===== config.mk =====
export PLATFORM = sky130hd
export DESIGN_NAME = fetch_pc_flat
export DESIGN_NICKNAME = d
export VERILOG_FILES = /design/src/rtl/fetch_pc_if.sv /design/src/rtl/fetch_pc.sv /design/src/flat_wrapper.sv
export SDC_FILE = /design/constraint.sdc
export NUM_CORES = 1
export LEC_CHECK = 0
export BUFFER_PORTS_ARGS = -buffer_cell sky130_fd_sc_hd__buf_4
export CORE_MARGIN = 2
export CORE_UTILIZATION = 60
export CTS_BUF_LIST = sky130_fd_sc_hd__clkbuf_16
export DETAILED_ROUTE_END_ITERATION = 12
export PLACE_DENSITY = 0.82
export SYNTH_ARGS = -nofsm -noshare
export SYNTH_HDL_FRONTEND = slang
export SYNTH_SLANG_ARGS = --single-unit

===== constraint.sdc =====
create_clock -name clk -period 13.9 [get_ports clk]
set_clock_uncertainty 0.05 [all_clocks]
set_input_delay 1.39 -clock clk [delete_from_list [all_inputs] [get_ports clk]]
set_output_delay 1.39 -clock clk [all_outputs]
set_load 0.05 [all_outputs]

===== src/rtl/fetch_pc_if.sv =====
// Split address/data instruction bus plus the decode hand-off of the fetch front end.
// The master modport is the fetch_pc side; the slave modport is the bus/decode environment.
interface fetch_pc_if;
    logic        ireq_valid;
    logic [31:0] ireq_addr;
    logic        ireq_addr_ok;
    logic        iresp_data_ok;
    logic [31:0] iresp_data;
    logic        inst_valid;
    logic        inst_ready;
    logic [31:0] inst;
    logic [31:0] inst_pc;
    logic        inst_adel;

    modport master (
        output ireq_valid, ireq_addr, inst_valid, inst, inst_pc, inst_adel,
        input  ireq_addr_ok, iresp_data_ok, iresp_data, inst_ready
    );

    modport slave (
        input  ireq_valid, ireq_addr, inst_valid, inst, inst_pc, inst_adel,
        output ireq_addr_ok, iresp_data_ok, iresp_data, inst_ready
    );
endinterface


===== src/rtl/fetch_pc.sv =====
// Fetch PC generator: issues in-order instruction requests, squashes responses from
// redirected paths and buffers returned words for decode in a small shift FIFO.
module fetch_pc #(
    parameter logic [31:0] RESET_PC = 32'hbfc00000,
    parameter int          DEPTH    = 2
) (
    input  logic              clk,
    input  logic              reset,
    input  logic              flush,
    input  logic [31:0]       pcN,
    input  logic              redirect,
    input  logic [31:0]       redirect_pc,
    fetch_pc_if.master        bus
);
    localparam int              CW      = $clog2(DEPTH + 1);
    localparam logic [CW-1:0]   DEPTH_C = CW'(DEPTH);

    typedef struct packed {
        logic [31:0] inst;
        logic [31:0] pc;
        logic        adel;
    } entry_t;

    logic [31:0]   pc;
    logic [CW-1:0] outstanding;
    logic [CW-1:0] drop;
    logic [CW-1:0] fifo_cnt;
    logic          halted;
    entry_t        fifo [DEPTH];
    logic [31:0]   tag  [DEPTH];

    logic          redir;
    logic [31:0]   redir_pc;
    logic [CW:0]   occupancy;
    logic          issue;
    logic          resp;
    logic          resp_push;
    logic          adel_push;
    logic          push;
    logic          pop;
    logic [CW-1:0] fifo_wr;
    logic [CW-1:0] tag_wr;
    entry_t        push_entry;

    // NOTE: every always_comb output is assigned before any condition, so no latches are inferred.
    always_comb begin
        redir     = flush | redirect;
        redir_pc  = flush ? pcN : redirect_pc;
        occupancy = {1'b0, outstanding} + {1'b0, fifo_cnt};

        bus.ireq_valid = ~halted & ~redir & (pc[1:0] == 2'b00) & (occupancy < {1'b0, DEPTH_C});
        bus.ireq_addr  = pc;

        issue     = bus.ireq_valid & bus.ireq_addr_ok;
        resp      = bus.iresp_data_ok;
        resp_push = resp & ~redir & (drop == '0);
        adel_push = ~redir & ~halted & (pc[1:0] != 2'b00) & (outstanding == '0)
                  & (drop == '0) & (fifo_cnt != DEPTH_C);
        push      = resp_push | adel_push;
        pop       = bus.inst_valid & bus.inst_ready;

        fifo_wr = fifo_cnt - CW'(pop);
        tag_wr  = outstanding - CW'(resp);

        push_entry.inst = resp_push ? bus.iresp_data : 32'h0;
        push_entry.pc   = resp_push ? tag[0] : pc;
        push_entry.adel = ~resp_push;
    end

    always_comb begin
        bus.inst_valid = (fifo_cnt != '0);
        bus.inst       = fifo[0].inst;
        bus.inst_pc    = fifo[0].pc;
        bus.inst_adel  = fifo[0].adel;
    end

    // NOTE: tag storage has no reset; only the first 'outstanding' entries are ever read.
    always_ff @(posedge clk) begin
        for (int i = 0; i < DEPTH; i++) begin
            if (issue && tag_wr == CW'(i))
                tag[i] <= pc;
            else if (resp && i != DEPTH - 1)
                tag[i] <= tag[(i + 1) % DEPTH];
        end
    end

    always_ff @(posedge clk or posedge reset) begin
        if (reset) begin
            pc          <= RESET_PC;
            outstanding <= '0;
            drop        <= '0;
            fifo_cnt    <= '0;
            halted      <= 1'b0;
            // NOTE: the instruction FIFO is reset because its head drives inst/inst_pc/inst_adel.
            for (int i = 0; i < DEPTH; i++)
                fifo[i] <= '0;
        end else begin
            outstanding <= outstanding + CW'(issue) - CW'(resp);
            if (redir) begin
                pc       <= redir_pc;
                halted   <= 1'b0;
                fifo_cnt <= '0;
                // Everything still in flight belongs to the squashed path.
                drop     <= outstanding - CW'(resp);
            end else begin
                if (issue)
                    pc <= pc + 32'd4;
                if (adel_push)
                    halted <= 1'b1;
                if (resp && drop != '0)
                    drop <= drop - CW'(1);
                fifo_cnt <= fifo_cnt + CW'(push) - CW'(pop);
                for (int i = 0; i < DEPTH; i++) begin
                    if (push && fifo_wr == CW'(i))
                        fifo[i] <= push_entry;
                    else if (pop)
                        fifo[i] <= (i == DEPTH - 1) ? '0 : fifo[(i + 1) % DEPTH];
                end
            end
        end
    end
endmodule


===== src/flat_wrapper.sv =====
// flat-port wrapper written by rule: the top's interface ports become plain ports
module fetch_pc_flat 
#(
    parameter logic [31:0] RESET_PC = 32'hbfc00000,
    parameter int          DEPTH    = 2
)
  (clk, reset, flush, pcN, redirect, redirect_pc, bus_ireq_valid, bus_ireq_addr, bus_inst_valid, bus_inst, bus_inst_pc, bus_inst_adel, bus_ireq_addr_ok, bus_iresp_data_ok, bus_iresp_data, bus_inst_ready);
  fetch_pc_if bus_i ();
  input  logic clk;
  input  logic reset;
  input  logic flush;
  input  logic [31:0] pcN;
  input  logic redirect;
  input  logic [31:0] redirect_pc;
  output wire logic [$bits(bus_i.ireq_valid)-1:0] bus_ireq_valid;
  output wire logic [$bits(bus_i.ireq_addr)-1:0] bus_ireq_addr;
  output wire logic [$bits(bus_i.inst_valid)-1:0] bus_inst_valid;
  output wire logic [$bits(bus_i.inst)-1:0] bus_inst;
  output wire logic [$bits(bus_i.inst_pc)-1:0] bus_inst_pc;
  output wire logic [$bits(bus_i.inst_adel)-1:0] bus_inst_adel;
  input wire logic [$bits(bus_i.ireq_addr_ok)-1:0] bus_ireq_addr_ok;
  input wire logic [$bits(bus_i.iresp_data_ok)-1:0] bus_iresp_data_ok;
  input wire logic [$bits(bus_i.iresp_data)-1:0] bus_iresp_data;
  input wire logic [$bits(bus_i.inst_ready)-1:0] bus_inst_ready;
  assign bus_ireq_valid = bus_i.ireq_valid;
  assign bus_ireq_addr = bus_i.ireq_addr;
  assign bus_inst_valid = bus_i.inst_valid;
  assign bus_inst = bus_i.inst;
  assign bus_inst_pc = bus_i.inst_pc;
  assign bus_inst_adel = bus_i.inst_adel;
  assign bus_i.ireq_addr_ok = bus_ireq_addr_ok;
  assign bus_i.iresp_data_ok = bus_iresp_data_ok;
  assign bus_i.iresp_data = bus_iresp_data;
  assign bus_i.inst_ready = bus_inst_ready;
  fetch_pc #(.RESET_PC(RESET_PC), .DEPTH(DEPTH)) u_core (.clk(clk), .reset(reset), .flush(flush), .pcN(pcN), .redirect(redirect), .redirect_pc(redirect_pc), .bus(bus_i));
endmodule

======== Yosys cells after proc, flatten, opt, wreduce, memory -nomap -nowiden ========
Memory sizes are Yosys's and may differ from the RTL's.
Index checks and enable logic that the tools add are counted.
word-level totals
  flip-flop bits (word level) ............. 169
  bits in writable memories ............... 64
  memories kept ........................... 1
memories
  memory      words  width  rd ports  clocked after Yosys merged registers in  wr ports  line            RTL
  u_core.tag  2      32     2         0                                        1         fetch_pc.sv:30  logic [31:0] tag [DEPTH];
operators by class
  $add $sub $neg .......................... 9
  $lt $le $gt $ge ......................... 1
  equality and inequality tests ........... 3
  multiplexer cells ....................... 25
  bitwise logic cells ..................... 17
  reduce and logical (&&, ||, !) cells .... 21
operator list
  kind                                                                   count
  65-bit 2-to-1 mux                                                      4
  32-bit 2-to-1 mux                                                      7
  32-bit by 3-bit adder with 32-bit output (second input constant)       1
  32-bit OR reduction                                                    1
  2-bit nonzero test                                                     8
  1-bit AND                                                              11
  1-bit 2-to-1 mux                                                       11
  2-bit logical NOT                                                      5
  2-bit by 1-bit subtractor with 2-bit output                            4
  2-bit 2-to-1 mux                                                       3
  1-bit logical AND                                                      5
  2-bit by 1-bit adder with 2-bit output                                 2
  2-bit by 1-bit == test with 1-bit output (second input constant)       2
  2-bit AND reduction                                                    2
  2-bit by 2-bit adder with 3-bit output                                 1
  3-bit by 2-bit < comparator with 1-bit output (second input constant)  1
  1-bit NOT                                                              3
  1-bit bitwise OR                                                       3
  2-bit inequality test (second input constant)                          1
  2-bit by 1-bit subtractor with 2-bit output (second input constant)    1

======== Logic depth before layout (Yosys ltp) ========
  word-level depth ........................ 11
  mapped depth ............................ 11
  gate-level depth less buffers ........... 8

======== Least setup slack after synthesis ========
No wires, ideal clock.
  path type ............................... input-to-output
  start point ............................. in redirect
  end point ............................... out bus_ireq_valid
  data arrival time ....................... 3286 ps
  required time ........................... 12460 ps
  slack ................................... 9174 ps
  stages on the path ...................... 5
  buffers on the path ..................... 3
  path through ............................ clkbuf_1 or2_2 clkbuf_1 buf_1 nor3_1
on the way
  longest elaborated chain between the ends .. 5
ends and longest elaborated chain
  item                    line                RTL
  start: declaration      flat_wrapper.sv:13  input logic redirect;
  1-bit bitwise OR        fetch_pc.sv:47      redir = flush | redirect;
  1-bit NOT (no line)     --
  1-bit AND (3 in a row)  fetch_pc.sv:51      bus.ireq_valid = ~halted & ~redir & (pc[1:0] == 2'b00) & (occupancy < {1'b0, DEPTH_C});
  end: declaration        flat_wrapper.sv:15  output wire logic [$bits(bus_i.ireq_valid)-1:0] bus_ireq_valid;
No other way between the ends.

======== Final worst setup path ========
  start point ............................. in flush
  end point ............................... out bus_ireq_valid
on the way
  longest elaborated chain between the ends .. 5
ends and longest elaborated chain
  item                    line                RTL
  start: declaration      flat_wrapper.sv:11  input logic flush;
  1-bit bitwise OR        fetch_pc.sv:47
  1-bit NOT (no line)     --
  1-bit AND (3 in a row)  fetch_pc.sv:51
No other way between the ends.

==> results.toml <==
[sta]
min_period_over_period_pct = 30.22
worst_slew_pin_slew_ns = 1.209
finalSetupViolations = 0
finalSetupTns_ns = 0
max-slew-margin-rel_pct = 19.37
rsz0062_at_grt = "false"
drv_slew = 0
min_period_ns = 4.200
clock.fmax_mhz = 238.1
hold_viol_final = 0

[floorplanning]
die_y_um = 140.7
design.core.area_um2 = 18520
initial_core_util_pct = 60.59
fp-row-count = 50
die_x_um = 140.7
io_pins = 202
die_area_um2 = 19810

[drt]
wl_um = 26110
dr_total_vias = 8200
drt_iter0_markers = 767
ant_nets = 0
wire_per_inst_um = 19.17
viasPerCell = 6.021
firstDrtPassIters = 5
post-route-drc-count = 0

[finish]
final_net_count = 1220
n_antenna_cell = 0
final_area_um2 = 13080
drive_above_1_share_pct = 26.24
area_growth_pct = 16.58
mostFrequentLayoutCells = "buf_4, dfrtp_1, nand3_1, o21ai_0, mux2i_1"
final_common_cell = "buf_4"
final_cells = 1362

[synth]
async_flop_share_pct = 72.53
seq_area_frac_synth_pct = 54.92
yosysWarnings = 0
synth_edf_count = 64
synth_fp_nets = 1122
synth_ff_type = "dfrtp_1"
synthCells = 1012
syn_area_um2 = 11220
yosysUniqueCellTypes = 48
synth-seq-cells = 233
avgSynthCellArea_um2 = 11.09

[clock_tree]
htree_levels = 1
cts_buffer_depth = 3
clock_latency_ns = 0.51
path_clk_slew_ns = 0.06
cts_tree = "done"
numClockSinks = 233
numCtsBuffers = 24
hold_buffers = 0
cts_setup_buffers = 0
postCtsResizedCells = 0
cts_root_buf = "clkbuf_16"

[critical_path]
reg2reg_from = "u_core.fifo_cnt[0]$_DFF_PP0_"
cp_data_required_time_ns = 12.46
criticalPathCategory = "input port to output port"
path_max_fanout = 66
worstPathArrival_ns = 2.76
path_cells = "buf_4 -> or2_2 -> nor3_1 -> buf_4"
r2r_end = "u_core.tag[0][10]$_DFFE_PP_"
crit_slowest_cell = "or2_2"
cp-end-kind = "output port"
cp_common_cell = "buf_4"
cpPeakStageDelay_ns = 0.54
r2r_slack_ns = 10.26
start_kind = "input port"
reg2regPathDepth = 9

[grt]
grt_max_degree = 113
grt_pass1_wl_um = 41960
track_usage_pct = 26.04
grt_pass1_vias = 7971
grt_overflow = 0
antenna_found_initial = 0

[run_status]
status = "completed"

[min_path]
min_to = "u_core.fifo[7]$_DFFE_PP0P_"
hold_depth = 2
hold_path.startpoint = "u_core.fifo[7]$_DFFE_PP0P_"
hold_class = "flip-flop to flip-flop"

[flow_run]
max_cap_violations = 0

[placed_design]
gp_congestion = 0.9440
io_buffers = 201
dp_hpwl_um = 17010
dp_cells = 1318
place_area_um2 = 12350

[power]
irDropWorstVdd_mv = 0.09461
leakagePower_uw = 0.005788
p_per_area_nw_per_um2 = 159.4
-- state kept, by name, indices dropped and copies added (netlist names) --
signal / flops
u_core.fifo_cnt: 2
u_core.drop: 2
u_core.outstanding: 2
u_core.halted: 1
u_core.fifo: 65
u_core.bus.inst: 32
u_core.tag: 64
u_core.bus.inst_adel: 1
u_core.bus.inst_pc: 32
u_core.bus.ireq_addr: 32
-- cell type report --
cell class	instances	area, µm²
clock buffer	25	625.6
clock inverter	19	105.1
fill	1346	5438
inverter	24	95.09
multi-input combinational	616	4215
sequential	233	6162
tap	234	292.8
timing repair buffer	211	1584
-- where the power goes --
group | internal [µW] | total (µW) | switching (µW)
Combinational | 209 | 626 | 417
Clock | 342 | 595 | 254
Sequential | 797 | 863 | 65.9
Total | 1350 | 2080 | 737
-- cells in the mapped netlist, types with 21 or more instances --
cell,instances,share of area [%]
a211oi_1,45,3.0
a21oi_1,68,3.0
buf_4,67,4.5
mux2i_1,68,6.1
nand2_1,24,0.80
dfrtp_1,160,36
nand3_1,81,3.6
inv_1,24,0.80
edfxtp_1,64,17
nor2_1,21,0.70
mux2_2,32,3.2
o21ai_0,79,3.5
clkbuf_1,61,2.0
and2_1,36,2.0
a22o_1,35,2.7
-- per-layer routing --
| layer | up-vias | routed length [µm] | GRT usage [%] |
|---|---|---|---|
| li1 | 3819 | - | - |
| met1 | 4018 | 11640 | 39.17 |
| met2 | 333 | 12250 | 40.49 |
| met3 | 30 | 1873 | 4.416 |
| met4 | 0 | 354 | 5.579 |
| met5 | - | 0 | 0 |
-- worst max-delay path by stage --
stage	start	endpoint	slack (ns)	cells past startpoint
2_1_floorplan	reset	u_core.bus.inst[0]$_DFFE_PP0P_	7.90	1
5_1_grt	flush	bus_ireq_valid	9.66	4
3_5_place_dp	flush	u_core.bus.inst[22]$_DFFE_PP0P_	9.65	7
4_1_cts	flush	bus_ireq_valid	9.71	4
6_report	flush	bus_ireq_valid	9.70	4
3_3_place_gp	flush	u_core.fifo[56]$_DFFE_PP0P_	9.65	6
-- through the flow --
| step | util, % | worst slack, ns | power (µW) | hold slack [ns] |
|---|---|---|---|---|
| after floorplan | - | 7.900 | 1369 | 0.4186 |
| after global placement | 66.69 | 9.646 | 1480 | 0.4318 |
| after detailed placement | 66.69 | 9.654 | 1498 | 0.4411 |
| after CTS | 70.64 | 9.713 | 2093 | 0.4549 |
| after global routing | 70.64 | 9.657 | 2174 | 0.4637 |
| final | 70.64 | 9.700 | 2085 | 0.4506 |
-- logic make-up after synthesis --
group | share of synthesized area (%)
xor gates and xnor gates | 2.108
AOI/OAI and AO/OA | 13.75
DFF | 54.92
and+or+nand+nor | 11.38
muxes | 9.278
buffers and inverters | 7.717
adders and majority gates | 0.8475
-- worst max-delay path, delay by kind of cell --
kind	cells	cell delay, ns
simple gates	2	0.81
buf+inv	2	0.52
Note: power is estimated with default switching activity, not from simulation.
